==> src/rtl/instr_fetch.sv <==
// Instruction fetch stage: owns the architectural PC and runs a
// single-outstanding imem request/response exchange for the decoder.
module instr_fetch #(
  parameter logic [31:0] RESET_PC = 32'h0000_0000
) (
  input  logic        clk,
  input  logic        rst,
  input  logic [31:0] next_pc,
  input  logic        stall,
  input  logic        flush,
  output logic [31:0] pc,
  output logic        imem_req_valid,
  input  logic        imem_req_ready,
  output logic [31:0] imem_req_addr,
  input  logic        imem_rsp_valid,
  input  logic [31:0] imem_rsp_data,
  input  logic        imem_rsp_err,
  output logic [31:0] instr,
  output logic        instr_valid,
  output logic        fetch_fault,
  output logic        fetch_busy
);

  localparam logic [31:0] NOP = 32'h0000_0013;

  typedef enum logic [1:0] {
    REQ,
    WAIT,
    HOLD,
    DRAIN
  } state_t;

  state_t state;
  logic   pc_bad;
  logic   tgt_bad;
  logic   accepted;
  logic   rsp_due;
  logic   in_flight;

  assign pc_bad  = pc[1:0] != 2'b00;
  assign tgt_bad = next_pc[1:0] != 2'b00;

  assign imem_req_valid = (state == REQ) && !pc_bad;
  assign imem_req_addr  = pc;
  assign fetch_busy     = ~instr_valid;

  assign accepted = imem_req_valid && imem_req_ready;
  assign rsp_due  = (state == WAIT) || (state == DRAIN);

  // A redirect must never orphan a response still on its way back.
  assign in_flight = accepted || (rsp_due && !imem_rsp_valid);

  always_ff @(posedge clk) begin
    if (rst) begin
      state       <= REQ;
      pc          <= RESET_PC;
      instr       <= '0;
      instr_valid <= 1'b0;
      fetch_fault <= 1'b0;
    end else if (flush) begin
      pc          <= next_pc;
      instr_valid <= 1'b0;
      fetch_fault <= 1'b0;
      if (in_flight) begin
        state <= DRAIN;
      end else if (tgt_bad) begin
        state       <= HOLD;
        instr       <= NOP;
        instr_valid <= 1'b1;
        fetch_fault <= 1'b1;
      end else begin
        state <= REQ;
      end
    end else begin
      unique case (state)
        REQ: begin
          if (pc_bad) begin
            state       <= HOLD;
            instr       <= NOP;
            instr_valid <= 1'b1;
            fetch_fault <= 1'b1;
          end else if (imem_req_ready) begin
            state <= WAIT;
          end
        end
        WAIT: begin
          if (imem_rsp_valid) begin
            state       <= HOLD;
            instr       <= imem_rsp_data;
            instr_valid <= 1'b1;
            fetch_fault <= imem_rsp_err;
          end
        end
        HOLD: begin
          if (!stall) begin
            pc <= next_pc;
            if (tgt_bad) begin
              instr       <= NOP;
              fetch_fault <= 1'b1;
            end else begin
              state       <= REQ;
              instr_valid <= 1'b0;
              fetch_fault <= 1'b0;
            end
          end
        end
        DRAIN: begin
          if (imem_rsp_valid) begin
            state <= REQ;
          end
        end
        default: state <= REQ;
      endcase
    end
  end

endmodule
==> config.mk <==
export PLATFORM = sky130hd
export DESIGN_NAME = instr_fetch
export DESIGN_NICKNAME = d
export VERILOG_FILES = /design/src/rtl/instr_fetch.sv
export SDC_FILE = /design/constraint.sdc
export NUM_CORES = 1
export LEC_CHECK = 0
export ABC_CLOCK_PERIOD_IN_PS = 2300
export CELL_PAD_IN_SITES_DETAIL_PLACEMENT = 0
export CELL_PAD_IN_SITES_GLOBAL_PLACEMENT = 1
export CORE_ASPECT_RATIO = 2
export CORE_UTILIZATION = 26
export CTS_CLUSTER_DIAMETER = 40
export DETAILED_ROUTE_END_ITERATION = 16
export PLACE_DENSITY_LB_ADDON = 0.1
export REMOVE_ABC_BUFFERS = 1
export SLEW_MARGIN = 20
export SYNTH_ARGS = -nofsm -noshare
export SYNTH_HDL_FRONTEND = slang
export SYNTH_SLANG_ARGS = --single-unit
==> constraint.sdc <==
create_clock -name clk -period 2.3 [get_ports clk]
set_clock_uncertainty 0.05 [all_clocks]
set_input_delay 0.575 -clock clk [delete_from_list [all_inputs] [get_ports clk]]
set_output_delay 0.575 -clock clk [all_outputs]
set_load 0.005 [all_outputs]
==> impl_metrics.yaml, run 1 <==
run_status:
  status: "finished, final reports clean"
critical_path:
  critPathKind: "register to register"
  slowest_delay_ns: 0.54
  crit_buf_inv: 3
  cpMaxStageDelayCell: "or4b_4"
  crit_family: "simple AND/OR/NAND/NOR gates"
  worstPathMaxFanout: 29
  startpoint: "state[1]"
  r2r_start: "state[1]"
  crit_chain: "inv_1, ha_1, nor3b_4, buf_4, or4b_4, a21oi_2, buf_12, o21ai_0"
  start_kind: "register"
  required_ns: 2.46
  critical_path.endpoint_type: "register"
  critPathArrivalTime_ns: 2.30
run:
  cap_violations: 0
clocking:
  path_clk_slew_ns: 0.06
  clock_latency_ns: 0.33
  h-tree-depth: 3
  cts.sinks: 68
  ctsLongestPathBuffers: 2
  cts-root-buf: "clkbuf_16"
  cts_hold_buf: 0
  tritoncts: "done"
  numCtsBuffers: 9
route:
  firstDrtPassIters: 4
  wl_um: 9280
  drc_errors: 0
  first_iter_violations: 80
  wire_per_inst_um: 13.8
  vias: 3038
  ant_nets: 0
  avgViaCountPerCell: 4.53
worst_hold_path:
  min_from: "instr[20]"
  hold_path_class: "register to register"
logic_synthesis:
  ys_top_cells_by_area: "dfxtp_1 (46%), nand2_1 (12%), buf_4 (8.1%), a21oi_1 (5.9%), nand3_1 (5.0%)"
  ys_dominant_reg_cell: "dfxtp_1"
  yosysSeqAreaShare_pct: 45.7
  synthArstFlopShare_pct: 0
  synth_edf_count: 0
  yosys-top-cells-count: "nand2_1 (98), dfxtp_1 (68), a21oi_1 (35), buf_4 (32), nand3_1 (30)"
  synth_area_leader_cell: "dfxtp_1"
  ys_warn_count: 0
  synth.most_common_cell: "nand2_1"
  synth_area_um2: 2980
  synthCells: 371
  avgSynthCellArea_um2: 8.03
  synth_seq_cells: 68
  synth_top_area_share_pct: 45.7
  ys_types: 37
timing:
  fin_crit_ns: 2.15
  fin_crit_sh_pct: 93.5
  relSlewSlack_pct: 72.0
  finalSetupViolations: 0
  tightest_slew_ns: 0.419
  hold_violations: 0
  tns_ns: 0
  whs_ns: 0.406
  fmax_mhz: 465
  rsz0062_at_grt: "false"
  slew_viol_final: 0
grt:
  grt_pass1_vias: 2994
  grtUsageTotal_pct: 16.4
  grt_pass1_wl_um: 15400
  antenna_found_initial: 0
  grt_start_max_net_pins: 33
  grt_overflow: 0
power:
  ir_drop_uv: 360
  p_clk_share_pct: 40.2
  p_switching_uw: 949
  p_int_uw: 2710
  power.leakage_uw: 0.00192
  switching_share_pct: 25.9
  comb_power_share_pct: 24.4
  pwr-share-seq_pct: 35.4
  p_per_area_nw_per_um2: 711
floorplan:
  boundaryPins: 171
  dieWidth_um: 77.7
  die-area_um2: 11900
  rows: 55
  core_um2: 11200
  initial_core_util_pct: 26.6
  die_h_um: 153
placed_design:
  portBuffers: 170
  place.gp.congestion: 0.854
  dp_hpwl_um: 6810
cells_and_area:
  diodes: 0
  areaGrowthSynthToFinish_pct: 72.7
  fin_util_pct: 45.9
  final_layout_size_suffix_gt1_share_pct: 12.3
  nNetsFinal: 599
==> power by group through the flow <==
| stage | clock, µW | sequential [µW] | combinational (µW) |
|---|---|---|---|
| final | 1470 | 1300 | 892 |
| after global routing | 1570 | 1310 | 973 |
| after CTS | 1510 | 1300 | 910 |
| after detailed placement | 0 | 1320 | 893 |
| after global placement | 0 | 1320 | 891 |
| after floorplan | 0 | 1330 | 282 |
==> worst reg2reg max path, cell delays in order (launching register included) <==
cell and delay, ns:
dfxtp_1 0.34, inv_1 0.06, ha_1 0.19, nor3b_4 0.16, buf_4 0.15, or4b_4 0.54
a21oi_2 0.19, buf_12 0.21, o21ai_0 0.15
==> sequential cells by signal (all words and copies together), names as in the netlist <==
name / cells
instr: 32
imem_req_addr: 32
state: 2
fetch_fault: 1
instr_valid: 1
==> cells by family (layout without fill, tap and decap cells) <==
logic type	after synthesis	after routing	share of synthesized area [%]
and+or+nand+nor	145	145	21.1
AOI/OAI and AO/OA	91	91	18.9
DFF	68	68	45.7
buffers and inverters	63	221	12.7
adders and majority gates	4	4	1.68
==> layer usage <==
layer | wire, µm | up-vias | track usage [%] | part of all wire, %
li1 | - | 1522 | - | -
met1 | 3620 | 1368 | 17.7 | 39
met2 | 4780 | 133 | 29.1 | 51
met3 | 645 | 15 | 4.84 | 6.9
met4 | 243 | 0 | 7.10 | 2.6
met5 | 0 | - | 0 | 0
==> through the flow <==
step	std cells	instance area (µm²)	setup WS, ns	power [µW]
6_report	671	5150	0.150	3660
5_1_grt	671	5150	0.0412	3850
4_1_cts	671	5140	0.00430	3720
3_5_place_dp	654	4810	-0.108	2220
3_3_place_gp	654	4810	-0.0535	2210
2_1_floorplan	314	2620	-0.779	1620
==> cell usage in the layout, fill, tap and decap left out, types with 2 or more instances in the layout <==
master / netlist / routed
a31o_2: 3 / 3
ha_1: 4 / 4
nor2b_1: 2 / 2
clkbuf_16: 0 / 9
nand3_1: 30 / 30
bufinv_16: 0 / 2
a32o_1: 3 / 3
o21ai_0: 24 / 24
nor3_1: 2 / 2
a211oi_1: 4 / 3
nand2_1: 98 / 98
dfxtp_1: 68 / 68
a21oi_1: 35 / 35
nor2_1: 5 / 4
o21ai_2: 10 / 10
buf_4: 32 / 23
clkdlybuf4s50_1: 0 / 169
clkinvlp_4: 0 / 2
inv_1: 6 / 6
a21boi_0: 3 / 3
buf_12: 0 / 6
==> path summary, 6_finish.rpt <==
check	to	slack, ns	depth (start not counted)
max	instr[10]	0.15	8
min	instr[20]	0.41	2
max reg2reg	instr[10]	0.15	8
min reg2reg	instr[20]	0.41	2
==> cell type report <==
type	count	area [µm²]
Clock buffer	10	229
Inverter	6	22.5
Fill cell	1162	6070
Clock inverter	6	88.8
Multi-Input combinational cell	240	1270
Tap cell	142	178
Timing Repair Buffer	199	2000
Sequential cell	68	1360
==> repair_timing <==
| action | 4_1_cts | 5_1_grt |
|---|---|---|
| endpoints found under the setup margin | 1 | 1 |
| resized for setup | 2 | 1 |
| cloned | 0 | 0 |
| buffers inserted | 1 | 0 |
Power figures use the tool's default switching activity.
==> run 2, diff against run 1 <==
ABC_CLOCK_PERIOD_IN_PS = 2700   (was 2300)
CORE_MARGIN = 3   (was default)
CORE_UTILIZATION = 28   (was 26)
clock period = 2.7 ns   (was 2.3 ns; I/O delays follow)
==> run 2 against run 1 <==
  * Die area rose by 0.61%
  * Critical endpoint is now imem_req_valid
  * Largest cell class unchanged
  * First-iteration DRC count up 40%
  * Clock power shrank 24%
  * Global-route usage decreased by 0.16 points
  * Via count decreased by 1.0%
  * Critical path depth decreased by 4
  * Setup slack better by 0.049 ns
  * Largest power group unchanged
  * Cell count is 3.6% lower
==> impl_metrics.yaml, run 2 (synthesis gave the netlist of run 1 again) <==
timing:
  whs_ns: 0.407
  hold_violations: 0
  finalSetupViolations: 0
  relSlewSlack_pct: 64.5
  slew_viol_final: 0
  tns_ns: 0
  fin_crit_sh_pct: 92.6
  tightest_slew_ns: 0.532
  layout_setup_ws_ns: 0.199
  fin_crit_ns: 2.50
  rsz0062_at_grt: "false"
  fmax_mhz: 400
critical_path:
  start_kind: "register"
  r2r_start: "state[0]"
  worstPathMaxFanout: 5
  crit_family: "buffers and inverters"
  critPathKind: "register to output pin"
  slowest_delay_ns: 0.54
  critical_path.endpoint_type: "output pin"
  rr_endpoint: "instr[12]"
  reg2reg_depth: 8
  critPathArrivalTime_ns: 1.78
  cpMaxStageDelayCell: "clkdlybuf4s50_1"
  crit_chain: "inv_1, ha_1, nor3b_2, clkdlybuf4s50_1"
  crit_buf_inv: 2
  required_ns: 1.98
  setup.reg_to_reg.worst_slack_ns: 0.36
grt:
  grt_start_max_net_pins: 33
  grtUsageTotal_pct: 16.2
  grt_pass1_wl_um: 15700
  antenna_found_initial: 0
  grt_overflow: 0
  grt_pass1_vias: 2980
worst_hold_path:
  hold_path_class: "register to register"
  worstHoldEndpoint: "instr[2]"
  min_from: "instr[2]"
  hold_depth: 2
placed_design:
  place.gp.congestion: 0.755
  portBuffers: 170
  pre_cts_ws_ns: 0.169
  placed_cell_area_um2: 4640
  dp_hpwl_um: 7060
floorplan:
  initial_core_util_pct: 29.0
  rows: 52
  boundaryPins: 171
  die_h_um: 152
  dieWidth_um: 79.0
  die-area_um2: 12000
  core_um2: 10300
clocking:
  clock_latency_ns: 0.32
  numCtsBuffers: 9
  ctsLongestPathBuffers: 2
  h-tree-depth: 3
  tritoncts: "done"
  cts-root-buf: "clkbuf_16"
  cts.sinks: 68
  post_cts_buffers: 0
  path_clk_slew_ns: 0.05
power:
  power.leakage_uw: 0.00181
  p_per_area_nw_per_um2: 592
  ir_drop_uv: 310
cells_and_area:
  final_common_cell: "clkdlybuf4s50_1"
  nNetsFinal: 582
  most-common-layout-cells: "clkdlybuf4s50_1 (170), nand2_1 (98), dfxtp_1 (68)"
  areaGrowthSynthToFinish_pct: 65.4
  final_layout_size_suffix_gt1_share_pct: 9.38
  postLayoutCellArea_um2: 4930
  diodes: 0
route:
  vias: 3007
  avgViaCountPerCell: 4.65
  first_iter_violations: 112
  wire_per_inst_um: 14.8
  ant_nets: 0
  wl_um: 9570
  firstDrtPassIters: 4
  drc_errors: 0
run_status:
  status: "finished, final reports clean"
run:
  cap_violations: 0
-- run 2: cell types whose count changed in the layout (fill, tap and decap cells not counted), sizes merged --
cell,previous run,this run
buf,29,12
clkinv,2,5
clkinvlp,2,0
bufinv,2,1
clkdlybuf4s50,169,170
dlymetal6s2s,1,0
-- run 2: power breakdown --
group	internal, µW	switching (µW)	leakage [µW]
registers	1060	48.0	0.000556
logic	379	308	0.00111
clock network	706	415	0.000146
total	2150	771	0.00181
-- run 2: metrics by stage --
| step | cells | util, % | total power (µW) |
|---|---|---|---|
| CTS | 647 | 47.9 | 2970 |
| finish | 647 | 48.0 | 2920 |
| floorplan | 314 | - | 1380 |
| global placement | 631 | 45.2 | 1820 |
| global route | 647 | 48.0 | 3070 |
| detailed placement | 631 | 45.2 | 1830 |
-- run 2: how the worst max path moves through the flow --
stage,startpoint,endpoint,cells after the start
3_3_place_gp,imem_rsp_valid,instr[13],6
5_1_grt,state[0],imem_req_valid,4
4_1_cts,state[0],imem_req_valid,4
3_5_place_dp,imem_rsp_valid,instr[18],6
2_1_floorplan,state[0],fetch_fault,6
6_report,state[0],imem_req_valid,4
-- run 2: worst min-delay path: stages, from the launching register on --
cell and delay, ns:
dfxtp_1 0.31, nand2_1 0.05, o21ai_0 0.05
-- run 2: final cells by class --
cell class,count,area [µm²]
multi-input combinational,240,1260
tap,135,169
fill,1069,5350
sequential,68,1360
clock inverter,6,55.1
timing repair buffer,182,1830
clock buffer,10,229
inverter,6,22.5
-- run 2: what timing repair did --
item                       4_1_cts  5_1_grt
hold buffers                     0        0
gates resized for setup          0        1
setup endpoints to repair        0        1
-- run 2: layer usage --
metal	vias up	part of all wire (%)	track usage [%]
met2	129	51	28.1
met4	0	2.3	6.72
met5	-	0	0
li1	1489	-	-
met3	16	7.6	4.86
met1	1373	39	18.2
